==> config.mk <==
export PLATFORM = sky130hd
export DESIGN_NAME = corr_peak_trigger
export DESIGN_NICKNAME = d
export VERILOG_FILES = /design/src/rtl/corr_peak_trigger.sv
export SDC_FILE = /design/constraint.sdc
export NUM_CORES = 1
export LEC_CHECK = 0
export BUFFER_PORTS_ARGS = -buffer_cell sky130_fd_sc_hd__buf_2
export CAP_MARGIN = 5
export CELL_PAD_IN_SITES_DETAIL_PLACEMENT = 1
export CELL_PAD_IN_SITES_GLOBAL_PLACEMENT = 2
export CORE_MARGIN = 2
export CORE_UTILIZATION = 35
export DETAILED_ROUTE_END_ITERATION = 10
export PLACE_DENSITY_LB_ADDON = 0.1
export SLEW_MARGIN = 30
export SYNTH_ARGS = -nofsm -noshare
export SYNTH_HDL_FRONTEND = slang
export SYNTH_SLANG_ARGS = --single-unit
==> constraint.sdc <==
create_clock -name clk -period 2 [get_ports clk]
set_input_delay 0.4 -clock clk [delete_from_list [all_inputs] [get_ports clk]]
set_output_delay 0.4 -clock clk [all_outputs]
set_load 0.01 [all_outputs]
==> src/rtl/corr_peak_trigger.sv <==
// corr_peak_trigger: pipelined max-of-NCORR peak finder with threshold trigger, ack handshake and holdoff
module corr_peak_trigger #(
    parameter int NCORR   = 8,
    parameter int CBITS   = 12,
    parameter int IDXBITS = 3,
    parameter int HOLDOFF = 16,
    parameter int HBITS   = 8
) (
    input  logic                   clk,
    input  logic                   rst,
    input  logic [NCORR*CBITS-1:0] CORR,
    input  logic [CBITS-1:0]       THRESHOLD,
    input  logic                   THR_WR,
    input  logic                   TRIG_ACK,
    output logic                   TRIG,
    output logic [CBITS-1:0]       TRIG_VALUE,
    output logic [IDXBITS-1:0]     TRIG_IDX,
    output logic                   BUSY,
    output logic [7:0]             MISSED
);
    localparam int NN = 2*NCORR-1;
    typedef enum logic [1:0] {S_IDLE, S_TRIG, S_HOLD} state_t;
    logic [CBITS-1:0]   v [NN];
    logic [IDXBITS-1:0] x [NN];
    logic [CBITS-1:0]   thr, pv;
    logic [IDXBITS-1:0] pi;
    logic               flag;
    logic [HBITS-1:0]   cnt, ncnt;
    state_t             state, nstate;
    genvar i;
    for (i = 0; i < NCORR; i++) begin : g_leaf
        always_ff @(posedge clk) begin
            if (rst) begin
                v[NCORR-1+i] <= '0;
                x[NCORR-1+i] <= '0;
            end else begin
                v[NCORR-1+i] <= CORR[i*CBITS +: CBITS];
                x[NCORR-1+i] <= IDXBITS'(i);
            end
        end
    end
    for (i = 0; i < NCORR-1; i++) begin : g_node
        always_ff @(posedge clk) begin
            if (rst) begin
                v[i] <= '0;
                x[i] <= '0;
            end else begin
                v[i] <= (v[2*i+2] > v[2*i+1]) ? v[2*i+2] : v[2*i+1];
                x[i] <= (v[2*i+2] > v[2*i+1]) ? x[2*i+2] : x[2*i+1];
            end
        end
    end
    always_comb begin
        nstate = state;
        ncnt   = cnt;
        if (state == S_IDLE && flag) nstate = S_TRIG;
        if (state == S_TRIG && TRIG_ACK) begin
            nstate = (HOLDOFF == 0) ? S_IDLE : S_HOLD;
            ncnt   = HBITS'(HOLDOFF);
        end
        if (state == S_HOLD) begin
            nstate = (cnt == HBITS'(1)) ? S_IDLE : S_HOLD;
            ncnt   = cnt - 1'b1;
        end
    end
    always_ff @(posedge clk) begin
        if (rst) begin
            thr        <= '1;
            flag       <= 1'b0;
            pv         <= '0;
            pi         <= '0;
            state      <= S_IDLE;
            cnt        <= '0;
            TRIG_VALUE <= '0;
            TRIG_IDX   <= '0;
            MISSED     <= '0;
        end else begin
            thr        <= THR_WR ? THRESHOLD : thr;
            flag       <= v[0] > thr;
            pv         <= v[0];
            pi         <= x[0];
            state      <= nstate;
            cnt        <= ncnt;
            TRIG_VALUE <= (state == S_IDLE && flag) ? pv : TRIG_VALUE;
            TRIG_IDX   <= (state == S_IDLE && flag) ? pi : TRIG_IDX;
            MISSED     <= (flag && state != S_IDLE && MISSED != 8'hff) ? MISSED + 8'd1 : MISSED;
        end
    end
    assign TRIG = (state == S_TRIG);
    assign BUSY = (state != S_IDLE);
endmodule

==> reports/metrics.cfg, run 1 <==
[outcome]
status = finished with violations
violations = DRC

[sta]
period_share = 0.994
fin_worst_skew_ns = 0.0117
drv_slew = 0
min_period_ns = 1.99
fmax_ghz = 0.503
setup_viol = 0
tightestPinTransition_ns = 0.543
relSlewSlack = 0.638
timing.hold.ws_ns = 0.0461
rsz0062_at_grt = true
final_hold_viol_count = 0

[floorplan]
io_pins = 137
die_area_um2 = 37800
core_area_um2 = 35700
num_rows = 69
fp.dieW_um = 194
die_h_um = 194
start_util = 0.356

[critical_path]
crit_start = v[0][37]$_SDFF_PP0_
crit_type = flop to flop
end_kind = flop
crit_path_start_kind = flop
r2r_start = v[0][37]$_SDFF_PP0_
worstPathRequired_ns = 2.42
critical_path_arrival_ns = 2.41
critPathMaxFanout = 5

[grt]
grt_pass1_wl_um = 57600
grt.overflow.total = 0
grt_pass1_vias = 11271
antenna_found_initial = 1
grt_use_total = 0.181
grt_max_degree = 57

[finish]
multi_input_area_um2 = 7120
finalNonFillerCells = 2139
area_growth_pct = 26.1
nNetsFinal = 1866
n_antenna_cell = 0
drive_above_1_share = 0.223
nFillCells = 4195
final_cell_mix = 249 x dfxtp_1, 137 x buf_2, 129 x nor2b_1
final_common_cell = dfxtp_1
regArea_um2 = 5160

[detailed_routing]
via_per_inst = 5.21
dr.pass1.iters = 10
totalWireLength_um = 35700
ant_nets = 0
drtIter0Drc = 416
vias = 11147
drcViolationCount = 4
drt-wirelength-per-cell_um = 16.7

[synth]
synthArstFlopShare = 0
ys_seq_area_frac = 0.406
syn_inst = 1482
synth-seq-cells = 257
yosys_warnings = 0
synth_compound_area_frac = 0.136
ys_types = 51
synth.area.top_cells = dfxtp_1 41%, ha_1 9.8%, nor2b_1 6.4%
synth_area_per_cell_um2 = 8.56
muxShareOfSynthArea = 0.0145
synthSimpleGateAreaFrac = 0.275
synthAdderAreaFrac = 0.0976
yosysTopAreaCell = dfxtp_1
synth_top_area_frac = 0.406
synth_top_family_by_area = simple AND/OR/NAND/NOR gates
synthesis.area_um2 = 12700
synth-edff-count = 0
ys.flop_type = dfxtp_1
yosys.area_share.xor_xnor = 0.00483
synth_nets = 1693

[pwr]
powerDensity_nw_per_um2 = 916
pwr-share-seq = 0.387
peakVddDrop_mv = 0.617
internal_power_uw = 10400
combPwrFrac = 0.231
power_frac_clock = 0.382
p_sw_uw = 4260
swShare = 0.290
leakage_uw = 0.00664

[clock_tree]
clock_sinks = 257
tritoncts = built
cts_root_buf = clkbuf_16
h-tree-depth = 1
clkTransAtPathRegs_ns = 0.06
clockBufferDepth = 3
cts_buffers = 30
clk_latency_ns = 0.56

[place]
dp_hpwl_um = 25100
numPortBuffers = 136
gp_congestion = 0.776
dp_cells = 2056

[flow_run]
maxCapViolations = 0

[hold_path]
min_path_type = input pin to flop
holdCritStartpoint = CORR[63]

[cell families after synthesis]
logic type | count (synthesis)
adder cells (fa/ha/maj) | 99
AND/OR/NAND/NOR | 622
buffers and inverters | 205
flip-flops | 257
multiplexers | 18
XOR/XNOR | 7
AO/OA/AOI/OAI | 274
[power by group through the flow]
| stage | Sequential [uW] | Clock (uW) | Combinational, uW |
|---|---|---|---|
| global placement | 5770 | 0 | 2810 |
| finish | 5670 | 5600 | 3390 |
| global route | 5710 | 6030 | 3730 |
| detailed placement | 5760 | 0 | 2860 |
| floorplan | 5670 | 0 | 1820 |
| CTS | 5660 | 5820 | 2960 |
[worst max-delay path, cell delays in order (launching register included)]
cell	delay [ns]
dfxtp_1	0.33
inv_1	0.08
ha_1	0.29
nor2b_1	0.14
o211ai_1	0.22
a211o_2	0.45
buf_4	0.16
nand4_1	0.06
nand3_1	0.11
[sequential cells by signal (all words and copies together) (netlist names)]
name,cells
MISSED,8
TRIG_IDX,3
flag,1
cnt,8
v,180
thr,12
x,16
pv,12
pi,3
TRIG_VALUE,12
state,2
[layer usage]
metal,routed length (um),GRT usage,up-vias
met1,17000,0.247,5329
met5,0,0,-
met2,16500,0.297,179
met4,1060,0.0567,0
li1,-,-,5584
met3,1080,0.0236,55
[area by class of cell]
class | count | area share
Sequential cell | 257 | 0.322
Inverter | 108 | 0.0255
Clock buffer | 47 | 0.0566
Clock inverter | 8 | 0.00743
Tap cell | 461 | 0.0360
Timing Repair Buffer | 238 | 0.107
Multi-Input combinational cell | 1020 | 0.445
[cells in the mapped netlist (2+ instances only)]
master,count
dfxtp_1,257
nor2b_1,130
inv_1,107
ha_1,99
nand4_1,96
nand2_1,93
nor2_1,93
nand3_1,89
o21ai_0,86
a22oi_1,77
nor3b_1,70
clkbuf_1,67
a21oi_1,54
o211ai_1,18
buf_2,15
mux2i_1,15
and4_1,9
nor3_1,8
a21boi_0,7
and2_1,7
buf_4,7
a211o_1,6
a311oi_1,6
or2_2,6
a211oi_1,5
xor2_1,5
buf_1,4
nand4_2,4
nor3_4,4
a21o_1,3
a31oi_1,3
and3_1,3
mux2_2,3
nand2b_1,3
nor4_1,3
o21ai_1,3
buf_6,2
xnor2_1,2
[repair_timing]
action | 4_1_cts | 5_1_grt
pin swaps | 5 | 75
resized for setup | 7 | 85
endpoints found under the setup margin | 63 | 74
gates cloned | 1 | 8
setup buffers | 4 | 15
hold buffers | 0 | 0
[per-stage QoR]
step | setup WS [ns] | total power, uW | TNS, ns | utilization | cell area, um2
2_1_floorplan | 0.216 | 7490 | 0 | - | 12700
3_3_place_gp | -0.205 | 8570 | -5.23 | 0.398 | 14200
3_5_place_dp | -0.163 | 8620 | -3.99 | 0.399 | 14200
4_1_cts | 0.00290 | 14400 | 0 | 0.430 | 15300
5_1_grt | -0.0915 | 15500 | -1.72 | 0.449 | 16000
6_report | 0.0121 | 14700 | 0 | 0.449 | 16000
[worst paths after layout]
| check | end | slack, ns | cells after the start |
|---|---|---|---|
| worst min register to register | TRIG_VALUE[5]$_SDFFE_PP0P_ | 0.43 | 2 |
| worst max register to register | v[0][15]$_SDFF_PP0_ | 0.01 | 8 |
| worst min-delay path | v[1][51]$_SDFF_PP0_ | 0.05 | 2 |
| worst max-delay path | v[0][15]$_SDFF_PP0_ | 0.01 | 8 |
Note: power is estimated with default switching activity, not from simulation.
==> run 2: changes to the inputs <==
- CORE_UTILIZATION: 35 -> 36
==> reports/metrics.cfg, run 2 (same netlist as run 1, synthesis figures left out) <==
[outcome]
status = finished clean

[floorplan]
io_pins = 137
fp.dieW_um = 192
die_h_um = 192
core_area_um2 = 34600
num_rows = 68
die_area_um2 = 36800
start_util = 0.366

[hold_path]
holdCritStartpoint = CORR[20]
min_path_type = input pin to flop

[pwr]
peakVddDrop_mv = 0.581
internal_power_uw = 10300
pwr-share-seq = 0.389
swShare = 0.292
powerDensity_nw_per_um2 = 911
finalPower_uw = 14600
leakage_uw = 0.00664
combPwrFrac = 0.234
power_frac_clock = 0.377
p_sw_uw = 4260

[clock_tree]
tritoncts = built
clock_sinks = 257
cts_root_buf = clkbuf_16
clockBufferDepth = 3
clkTransAtPathRegs_ns = 0.06
cts_hold_buf = 0
cts_buffers = 30
h-tree-depth = 1
clk_latency_ns = 0.56

[sta]
relSlewSlack = 0.646
final_hold_viol_count = 0
setup_viol = 0
min_period_ns = 1.99
timing.hold.ws_ns = 0.0422
period_share = 0.993
drv_slew = 0
layout_setup_ws_ns = 0.0133
fin_worst_skew_ns = 0.0179
tightestPinTransition_ns = 0.532
setup_tns_ns = 0
fmax_ghz = 0.503

[detailed_routing]
drtIter0Drc = 464
wl_met3_um = 1280
ant_nets = 0
vias = 11097
totalWireLength_um = 35200
via_per_inst = 5.20
wl_met2_um = 16300
wl_met1_um = 16900
drt-wirelength-per-cell_um = 16.5
dr.max_layer_used = met4
drcViolationCount = 0
dr.pass1.iters = 5

[critical_path]
crit_start = v[0][20]$_SDFF_PP0_
end_kind = flop
r2r_start = v[0][20]$_SDFF_PP0_
crit_type = flop to flop
crit_path_start_kind = flop
worstPathRequired_ns = 2.45
critPathMaxFanout = 7
critical_path_arrival_ns = 2.43

[place]
dp_hpwl_um = 24900
numPortBuffers = 136
dp_slack_ns = -0.183
gp_congestion = 0.781

[finish]
nFillCells = 4032
area_growth_pct = 26.3
top_regs = v: 180 flops, x: 16 flops
nNetsFinal = 1871
n_antenna_cell = 0
top_register = v
largest_reg_flops = 180
utilization = 0.463
final_cell_mix = 248 x dfxtp_1, 137 x buf_2, 128 x nor2b_1
final_common_cell = dfxtp_1
drive_above_1_share = 0.227

[grt]
grt_pass1_wl_um = 56700
grt_max_degree = 69
grt.overflow.total = 0
antenna_found_initial = 0
grt_pass1_vias = 11193
grt_use_total = 0.186

[flow_run]
maxCapViolations = 0

run 2: critical path, stage by stage (launching register included):
cell,delay (ns)
dfxtp_2,0.33
inv_2,0.05
ha_4,0.26
nand4_1,0.24
nor3_4,0.39
buf_6,0.19
nor3b_1,0.07
a22oi_1,0.24
nand3_1,0.10
run 2: power by group through the flow:
stage	Sequential (uW)	Clock, uW	Combinational (uW)
global placement	5760	0	2790
global route	5710	5940	3770
floorplan	5670	0	1820
CTS	5650	5690	2880
finish	5680	5510	3410
detailed placement	5760	0	2820
run 2: area by class of cell:
type                            instances  area, um2  share of cell area
Tap cell                              455        569              0.0355
Clock buffer                           44        875              0.0546
Sequential cell                       257       5160               0.322
Multi-Input combinational cell       1020       7190               0.449
Inverter                              108        405              0.0253
Clock inverter                          9        126             0.00789
Timing Repair Buffer                  243       1700               0.106
run 2: metrics by stage:
step	cells	instance area (um2)
4_1_cts	2102	15300
3_3_place_gp	2047	14200
5_1_grt	2136	16000
6_report	2136	16000
3_5_place_dp	2047	14200
2_1_floorplan	1482	12700
run 2: repair_timing:
item,4_1_cts,5_1_grt
gates cloned,0,6
endpoints found under the setup margin,65,70
resized for setup,14,91
pin swaps,12,53
buffers inserted,2,30
run 2: path summary, 6_finish.rpt:
kind                                              endpoint  slack (ns)  depth (start not counted)
worst min-delay path                    v[1][8]$_SDFF_PP0_        0.04                          2
worst max-delay path                    v[0][9]$_SDFF_PP0_        0.01                          8
worst max register to register          v[0][9]$_SDFF_PP0_        0.01                          8
worst min register to register  TRIG_VALUE[6]$_SDFFE_PP0P_        0.44                          2
run 2: per-layer routing:
metal	vias to the layer above	global-route usage
met5	-	0
met4	0	0.0485
met3	53	0.0250
met2	188	0.304
met1	5277	0.258
li1	5579	-
